--- src/rtl/commit_monitor_pkg.sv ---
// Shared types and constants for the retirement monitor and its shadow register file.
package commit_monitor_pkg;

    localparam int REG_ADDR_W = 5;
    localparam int DATA_W     = 32;
    localparam int REG_NUM    = 32;

    localparam logic [DATA_W-1:0] CNT_SAT = 32'hFFFF_FFFF;

    typedef enum logic [1:0] {
        ST_WAIT    = 2'd0,
        ST_RUN     = 2'd1,
        ST_DONE    = 2'd2,
        ST_TIMEOUT = 2'd3
    } state_t;

endpackage

--- src/rtl/commit_monitor_shadow_reg_file.sv ---
// Architectural shadow of the CPU register file: one write port, one combinational read port.
module shadow_reg_file
    import commit_monitor_pkg::*;
(
    input  logic                  clk_i,
    input  logic                  rst_i,
    input  logic                  we_i,
    input  logic [REG_ADDR_W-1:0] waddr_i,
    input  logic [DATA_W-1:0]     wdata_i,
    input  logic [REG_ADDR_W-1:0] raddr_i,
    output logic [DATA_W-1:0]     rdata_o
);

    logic [DATA_W-1:0] r_regs [REG_NUM];

    always_ff @(posedge clk_i or posedge rst_i) begin
        if (rst_i) begin
            for (int i = 0; i < REG_NUM; i++) begin
                r_regs[i] <= '0;
            end
        end else if (we_i && (waddr_i != '0)) begin
            r_regs[waddr_i] <= wdata_i;
        end
    end

    // No write bypass: a same-cycle read sees the value stored before this edge.
    assign rdata_o = r_regs[raddr_i];

endmodule

--- src/rtl/commit_monitor.sv ---
// Retirement monitor: counts commits/stores, shadows the register file and flags done/timeout.
module commit_monitor
    import commit_monitor_pkg::*;
#(
    parameter int IDLE_LIMIT = 16,
    parameter int MAX_CYCLES = 1000
) (
    input  logic                  clk_i,
    input  logic                  rst_i,
    input  logic                  wb_regwrite_i,
    input  logic [REG_ADDR_W-1:0] wb_rd_i,
    input  logic [DATA_W-1:0]     wb_data_i,
    input  logic                  mem_write_i,
    input  logic [DATA_W-1:0]     mem_addr_i,
    input  logic [DATA_W-1:0]     mem_wdata_i,
    input  logic [REG_ADDR_W-1:0] shadow_raddr_i,
    output logic [DATA_W-1:0]     shadow_rdata_o,
    output logic [DATA_W-1:0]     cycle_cnt_o,
    output logic [DATA_W-1:0]     commit_cnt_o,
    output logic [DATA_W-1:0]     store_cnt_o,
    output logic [DATA_W-1:0]     last_store_addr_o,
    output logic                  done_o,
    output logic                  timeout_o
);

    localparam int STREAK_W = $clog2(IDLE_LIMIT + 1);

    function automatic logic [DATA_W-1:0] sat_inc(input logic [DATA_W-1:0] v);
        return (v == CNT_SAT) ? v : v + 1'b1;
    endfunction

    state_t              r_state;
    state_t              w_state_nxt;
    logic [DATA_W-1:0]   r_cycle_cnt;
    logic [DATA_W-1:0]   r_commit_cnt;
    logic [DATA_W-1:0]   r_store_cnt;
    logic [DATA_W-1:0]   r_last_store_addr;
    logic [STREAK_W-1:0] r_idle_streak;

    logic                w_commit;
    logic                w_store;
    logic                w_event;
    logic                w_count_en;
    logic                w_done;
    logic                w_timeout;
    logic [DATA_W-1:0]   w_cycle_nxt;
    logic [STREAK_W-1:0] w_streak_nxt;
    logic                w_hit_budget;
    logic                w_hit_idle;
    logic                w_unused;

    assign w_commit = wb_regwrite_i && (wb_rd_i != '0);
    assign w_store  = mem_write_i;
    assign w_event  = w_commit || w_store;
    // Store data is not tracked; only the address is of interest downstream.
    assign w_unused = ^mem_wdata_i;

    // Counters sit at 0 in WAIT, so the first event naturally yields cycle 1 / streak 0.
    assign w_cycle_nxt  = sat_inc(r_cycle_cnt);
    assign w_streak_nxt = w_event ? '0 : r_idle_streak + 1'b1;
    assign w_hit_budget = (w_cycle_nxt == DATA_W'(MAX_CYCLES));
    assign w_hit_idle   = (w_streak_nxt == STREAK_W'(IDLE_LIMIT));

    always_ff @(posedge clk_i or posedge rst_i) begin
        if (rst_i) begin
            r_state <= ST_WAIT;
        end else begin
            r_state <= w_state_nxt;
        end
    end

    always_comb begin
        w_state_nxt = r_state;
        case (r_state)
            ST_WAIT: begin
                if (w_event) begin
                    w_state_nxt = w_hit_budget ? ST_TIMEOUT : ST_RUN;
                end
            end
            ST_RUN: begin
                if (w_hit_budget) begin
                    w_state_nxt = ST_TIMEOUT;
                end else if (w_hit_idle) begin
                    w_state_nxt = ST_DONE;
                end
            end
            default: begin
                w_state_nxt = r_state;
            end
        endcase
    end

    always_comb begin
        w_count_en = 1'b0;
        w_done     = 1'b0;
        w_timeout  = 1'b0;
        case (r_state)
            ST_WAIT:    w_count_en = w_event;
            ST_RUN:     w_count_en = 1'b1;
            ST_DONE:    w_done     = 1'b1;
            ST_TIMEOUT: w_timeout  = 1'b1;
            default:    w_count_en = 1'b0;
        endcase
    end

    always_ff @(posedge clk_i or posedge rst_i) begin
        if (rst_i) begin
            r_cycle_cnt       <= '0;
            r_commit_cnt      <= '0;
            r_store_cnt       <= '0;
            r_last_store_addr <= '0;
            r_idle_streak     <= '0;
        end else if (w_count_en) begin
            r_cycle_cnt   <= w_cycle_nxt;
            r_idle_streak <= w_streak_nxt;
            if (w_commit) begin
                r_commit_cnt <= sat_inc(r_commit_cnt);
            end
            if (w_store) begin
                r_store_cnt       <= sat_inc(r_store_cnt);
                r_last_store_addr <= mem_addr_i;
            end
        end
    end

    shadow_reg_file u_shadow (
        .clk_i   (clk_i),
        .rst_i   (rst_i),
        .we_i    (w_count_en && w_commit),
        .waddr_i (wb_rd_i),
        .wdata_i (wb_data_i),
        .raddr_i (shadow_raddr_i),
        .rdata_o (shadow_rdata_o)
    );

    assign cycle_cnt_o       = r_cycle_cnt;
    assign commit_cnt_o      = r_commit_cnt;
    assign store_cnt_o       = r_store_cnt;
    assign last_store_addr_o = r_last_store_addr;
    assign done_o            = w_done;
    assign timeout_o         = w_timeout;

endmodule

--- config.mk ---
export PLATFORM = sky130hd
export DESIGN_NAME = commit_monitor
export DESIGN_NICKNAME = d
export VERILOG_FILES = /design/src/rtl/commit_monitor_pkg.sv /design/src/rtl/commit_monitor_shadow_reg_file.sv /design/src/rtl/commit_monitor.sv
export SDC_FILE = /design/constraint.sdc
export NUM_CORES = 2
export LEC_CHECK = 0
export CORE_ASPECT_RATIO = 1.25
export CORE_MARGIN = 5
export CORE_UTILIZATION = 64
export CTS_BUF_LIST = sky130_fd_sc_hd__clkbuf_4
export DETAILED_ROUTE_END_ITERATION = 7
export PLACE_DENSITY = 0.93
export SYNTH_ARGS = -nofsm -noshare
export SYNTH_HDL_FRONTEND = slang
export SYNTH_SLANG_ARGS = --single-unit
--- constraint.sdc ---
create_clock -name clk_i -period 70.6 [get_ports clk_i]
set_input_delay 10.59 -clock clk_i [delete_from_list [all_inputs] [get_ports clk_i]]
set_output_delay 10.59 -clock clk_i [all_outputs]
set_load 0.05 [all_outputs]
== After elaboration in Yosys (flattened, before gate mapping) ==
Index checks and enable logic that the tools add are counted.

* Add/subtract/negate cells: 4
* Order comparisons: 3
* Bitwise logic cells: 4
* Equal/unequal tests: 10
* Mux-type cells: 16
* Reduce and logical (&&, ||, !) cells: 12

{| class="wikitable"
|+ Operators by type and width
! kind !! number
|-
| 1024-bit bitwise mux || 1
|-
| 32-bit binary-select mux with 5-bit select || 1
|-
| 32-bit demux with 5-bit select || 1
|-
| 32-bit 2-to-1 mux || 4
|-
| 32-bit by 1-bit adder with 32-bit output, second input constant || 3
|-
| 32-bit == test, second input constant || 3
|-
| 32-bit by 10-bit == test with 1-bit output, second input constant || 1
|-
| 6-bit greater-or-equal comparator, second input constant || 2
|-
| 5-bit NOT with 6-bit output || 2
|-
| 3-bit AND reduction || 3
|-
| 2-bit 2-to-1 mux || 4
|-
| 6-bit by 1-bit < comparator with 1-bit output, second input constant || 1
|-
| 5-bit by 1-bit adder with 5-bit output, second input constant || 1
|-
| 5-bit == test, second input constant || 1
|-
| 5-bit 2-to-1 mux || 1
|-
| 5-bit nonzero test || 1
|-
| 2-bit == test, second input constant || 2
|-
| 1-bit logical AND || 4
|-
| 2-bit one-hot mux with 2 select lines || 1
|-
| 3-bit inequality test, second input constant || 1
|-
| 2-bit by 1-bit == test with 1-bit output, second input constant || 1
|-
| 2-bit logical NOT || 1
|-
| 1-bit 2-to-1 mux || 2
|-
| 2-bit inequality test, second input constant || 1
|-
| 5 further kinds || 6
|}

* Logic and storage cells: 87
* Bits in registers: 1159

== Longest topological paths before layout ==
* Depth after elaboration: 8
* Gate-level depth with buffers: 11
* Gate-level depth less buffers: 9

== By module ==
Synthesis repeated with hierarchy kept, for this count alone.

* Cell total of the unflattened synthesis: 4153
* Area, all modules: 53963.0 um2

{| class="wikitable"
|+ Modules (own cells, without submodules)
! module !! sequential area each (um2) !! area an instance (um2) !! cells each !! instances
|-
| shadow_reg_file || 25624.6 || 47180.2 || 3444 || 1
|-
| commit_monitor || 3378.2 || 6782.8 || 709 || 1
|}

== Least setup slack after synthesis ==
No wires, ideal clock.

* Kind: input port to output port
* Start point: input shadow_raddr_i[0]
* End point: output shadow_rdata_o[0]
* Path buffers: 3
* Arrival: 12.657 ns
* Cell stages on the path: 6
* Slack: 47.353 ns
* Cell sequence: clkbuf_1 buf_2 buf_2 mux4_2 mux4_2 mux2_2

* Word-level cells in the longest chain between the ends: 4

{| class="wikitable"
|+ Ends and longest elaborated chain
! element !! RTL line !! source
|-
| start, declared || commit_monitor.sv:16 || <nowiki>input logic [REG_ADDR_W-1:0] shadow_raddr_i,</nowiki>
|-
| 5-bit NOT with 6-bit output (implied by the code) || commit_monitor_shadow_reg_file.sv:27 || <nowiki>assign rdata_o = r_regs[raddr_i];</nowiki>
|-
| 32-bit binary-select mux with 5-bit select || commit_monitor_shadow_reg_file.sv:27 ||
|-
| 32-bit 2-to-1 mux (implied by the code) (2 in series) || commit_monitor_shadow_reg_file.sv:27 ||
|-
| end, declared || commit_monitor.sv:17 || <nowiki>output logic [DATA_W-1:0] shadow_rdata_o,</nowiki>
|}

No other way between the ends. The select of a mux whose other input is x is not followed.

== Worst setup path in the final report ==
* Start point: input shadow_raddr_i[0]
* End point: output shadow_rdata_o[26]

Same word-level chain as after synthesis.

==> results.sh <==
export IMPL_outcome="complete, no violations"
export IMPL_stdcell_count=4863
export IMPL_crit_buf_inv=3
export IMPL_synth_area_leaders="dfrtp_1 (55%), mux2_2 (22%), mux4_2 (14%), clkbuf_1 (1.3%), xnor2_1 (1.3%)"
export IMPL_yosys_area_top_type="dfrtp_1"
export IMPL_die_area_um2=88310
export IMPL_yosys_cell_count_top_type="dfrtp_1"
export IMPL_area_delta_synth_final_pct=11.79
export IMPL_skew_ps=65.15
export IMPL_period_share=0.3524
export IMPL_r2r_cells=5
export IMPL_fin_nets=3742
export IMPL_fin_setup_tns_ps=0
export IMPL_dp_cells=4402
export IMPL_critical_path_cell_chain="buf_8 -> buf_4 -> mux4_2 -> mux4_2 -> mux2_2 -> clkdlybuf4s50_1"
export IMPL_finalWeightedCongestion=0.8854
export IMPL_setup_viol=0
export IMPL_irDropWorstVdd_mv=0.03937
export IMPL_hold_path_endpoint="u_shadow.r_regs[1012]$_DFFE_PP0P_"
export IMPL_final_fill_count=4811
export IMPL_yosys_area_top_type_share=0.5497
export IMPL_cts_sinks=1159
export IMPL_final_util=0.7220
export IMPL_grt_pass1_wl_mm=205.0
export IMPL_cp_depth=6
export IMPL_slowest_stage="buf_4"
export IMPL_track_usage=0.3010
export IMPL_finalWirelength_mm=130.4
export IMPL_io_buffers=239
export IMPL_hold_path_class="register to register"
export IMPL_avgSynthCellArea_um2=15.65
export IMPL_cts_repair_resized=0
export IMPL_netlist_instances=3372
export IMPL_clkTransAtPathRegs_ps=60
export IMPL_rr_startpoint="r_state[1]$_DFFE_PP0P_"
export IMPL_drc_errors=0
export IMPL_use_met2=0.4914
export IMPL_synth_seq_cells=1159
export IMPL_holdBufCountCts=0
export IMPL_rows=117
export IMPL_antenna_found_initial=11
export IMPL_num_vias=31860
export IMPL_drt_pre_antenna_iters=5
export IMPL_p_leak_nw=27.53
export IMPL_critical_path_required_ps=60010
export IMPL_start_util=0.6459
export IMPL_crit_path_max_incr_delay_ps=850
export IMPL_crit_path_end_kind="output port"
export IMPL_cts_buffers=295
export IMPL_cp_top_family="buffers and inverters"
export IMPL_insertion_delay_ps=1160
export IMPL_cpMostUsedCell="mux4_2"
export IMPL_viasPerCell=6.552
export IMPL_crit_arrival_ps=14290
export IMPL_worst_slew_margin_rel=0.2410
export IMPL_num_io_pins=272
export IMPL_root_buffer="clkbuf_4"
export IMPL_ys_async_sr_fraction=1.000
export IMPL_synthesis_area_um2=52760
export IMPL_period_needed_ps=24880
export IMPL_yosys_warnings=0
export IMPL_synth_cell_types=62
export IMPL_synth_flop_cell="dfrtp_1"
export IMPL_met1_usage=0.3907
export IMPL_worstSetupPathType="input pin to output port"
export IMPL_grt_busiest_layer="met2"
export IMPL_post_cts_setup_buffers=0
export IMPL_drive_gt1_frac=0.5009
export IMPL_rsz0062_at_grt="false"
export IMPL_max_freq_ghz=0.04019
export IMPL_hold_depth=0
export IMPL_core_um2=81690
export IMPL_r2r_slack_ps=66980
export IMPL_use_met3=0.07728
export IMPL_synth_top_cells_by_count="dfrtp_1 (1,159), mux2_2 (1,048), mux4_2 (320)"
export IMPL_synthesis_nets=3486
export IMPL_synth_yosys_seq_area_share=0.5497
export IMPL_cts_max_level=5
export IMPL_clk_path_buf_depth=4
export IMPL_antenna_left=0
export IMPL_p_per_area_nw_per_um2=27.23
export IMPL_critical_path_startpoint="shadow_raddr_i[0]"
export IMPL_worstHoldStart="u_shadow.r_regs[1012]$_DFFE_PP0P_"
export IMPL_wl_per_cell_um=26.81
export IMPL_grt_pass1_vias=34900
export IMPL_drv_slew=0
export IMPL_dp_hpwl_mm=73.57
export IMPL_start_kind="input pin"
export IMPL_drt_iter0_drc=2653
export IMPL_max_slew_worst_pin_slew_ps=1135
export IMPL_hold_viol_final=0
export IMPL_crit_fanout=59
export IMPL_grt_max_degree=172
export IMPL_drv_cap=0
export IMPL_cts_tree="done"
export IMPL_grt_ovfl_total=0
export IMPL_die_h_um=331.0
export IMPL_synth_edff_count=0
export IMPL_die_x_um=266.8
export IMPL_regToRegEndpoint="u_shadow.r_regs[269]$_DFFE_PP0P_"
-- layout by cell type (no fill, tap or decap), types with 12 or more instances in the layout --
master and instances:
nand4_1 37, xnor2_1 79, mux4_2 320, and3_1 21
clkbuf_4 401, nor2_4 18, buf_4 50, nand2_1 63
nand2_2 12, xor2_1 26, nor2_1 44, inv_1 14
clkinv_1 38, nand3_1 45, dfrtp_1 1159, mux2_2 1048
clkdlybuf4s50_1 234, nor3_1 16
-- worst max path at each step --
stage / endpoint / slack [ps]
2_1_floorplan: commit_cnt_o[0]$_DFFE_PP0P_ / 27370
3_3_place_gp: shadow_rdata_o[25] / 45680
3_5_place_dp: shadow_rdata_o[25] / 45680
4_1_cts: shadow_rdata_o[25] / 45670
5_1_grt: shadow_rdata_o[25] / 45500
6_report: shadow_rdata_o[26] / 45720
-- cells by family after synthesis --
family | after synthesis | share of synthesized area
xor+xnor | 105 | 0.01743
mux | 1379 | 0.3626
flops | 1159 | 0.5497
compound gates | 51 | 0.006759
fa+ha+maj | 4 | 0.0009487
buf+inv | 347 | 0.02867
simple gates | 327 | 0.03384
-- layout make-up --
| class | count | area [µm²] | share of cell area |
|---|---|---|---|
| Multi-Input combinational cell | 1866 | 22420 | 0.3801 |
| Sequential cell | 1159 | 29000 | 0.4917 |
| Clock buffer | 401 | 3010 | 0.05104 |
| Timing Repair Buffer | 291 | 2824 | 0.04788 |
| Inverter | 15 | 63.81 | 0.001082 |
| Clock inverter | 51 | 300.3 | 0.005091 |
| Tap cell | 1071 | 1340 | 0.02272 |
| Antenna cell | 9 | 22.52 | 0.0003819 |
-- layer usage --
layer  vias up  routed length, µm
li1      13060                  -
met1     16910              48870
met2      1474              65880
met3       403              10380
met4         8               5194
met5         -                 53
-- through the flow --
step	setup WS, ps	hold WS, ps	total power, mW	instance area, µm²
after floorplan	27370	424.6	0.9943	52760
after global placement	45680	360.4	1.064	55650
after detailed placement	45680	363.5	1.078	55650
after CTS	45670	376.7	1.617	58960
after global routing	45500	383.1	1.678	58970
final	45720	372.2	1.606	58980
-- flip-flops by register name (all words and copies together) (netlist names) --
signal             count
r_state                2
cycle_cnt_o           32
commit_cnt_o          32
store_cnt_o           32
u_shadow.r_regs     1024
r_idle_streak          5
last_store_addr_o     32
-- power breakdown --
group	internal [mW]	switching (mW)	total, mW
clock	0.274	0.262	0.536
combinational	0.132	0.148	0.281
sequential	0.740	0.0486	0.789
-- worst reg2reg max path: stages, from the launching register on --
cell,delay (ps)
dfrtp_1,550
nor2_1,580
nand3_1,480
nor2_4,1000
buf_4,500
mux2_2,390
Power figures use the tool's default switching activity.
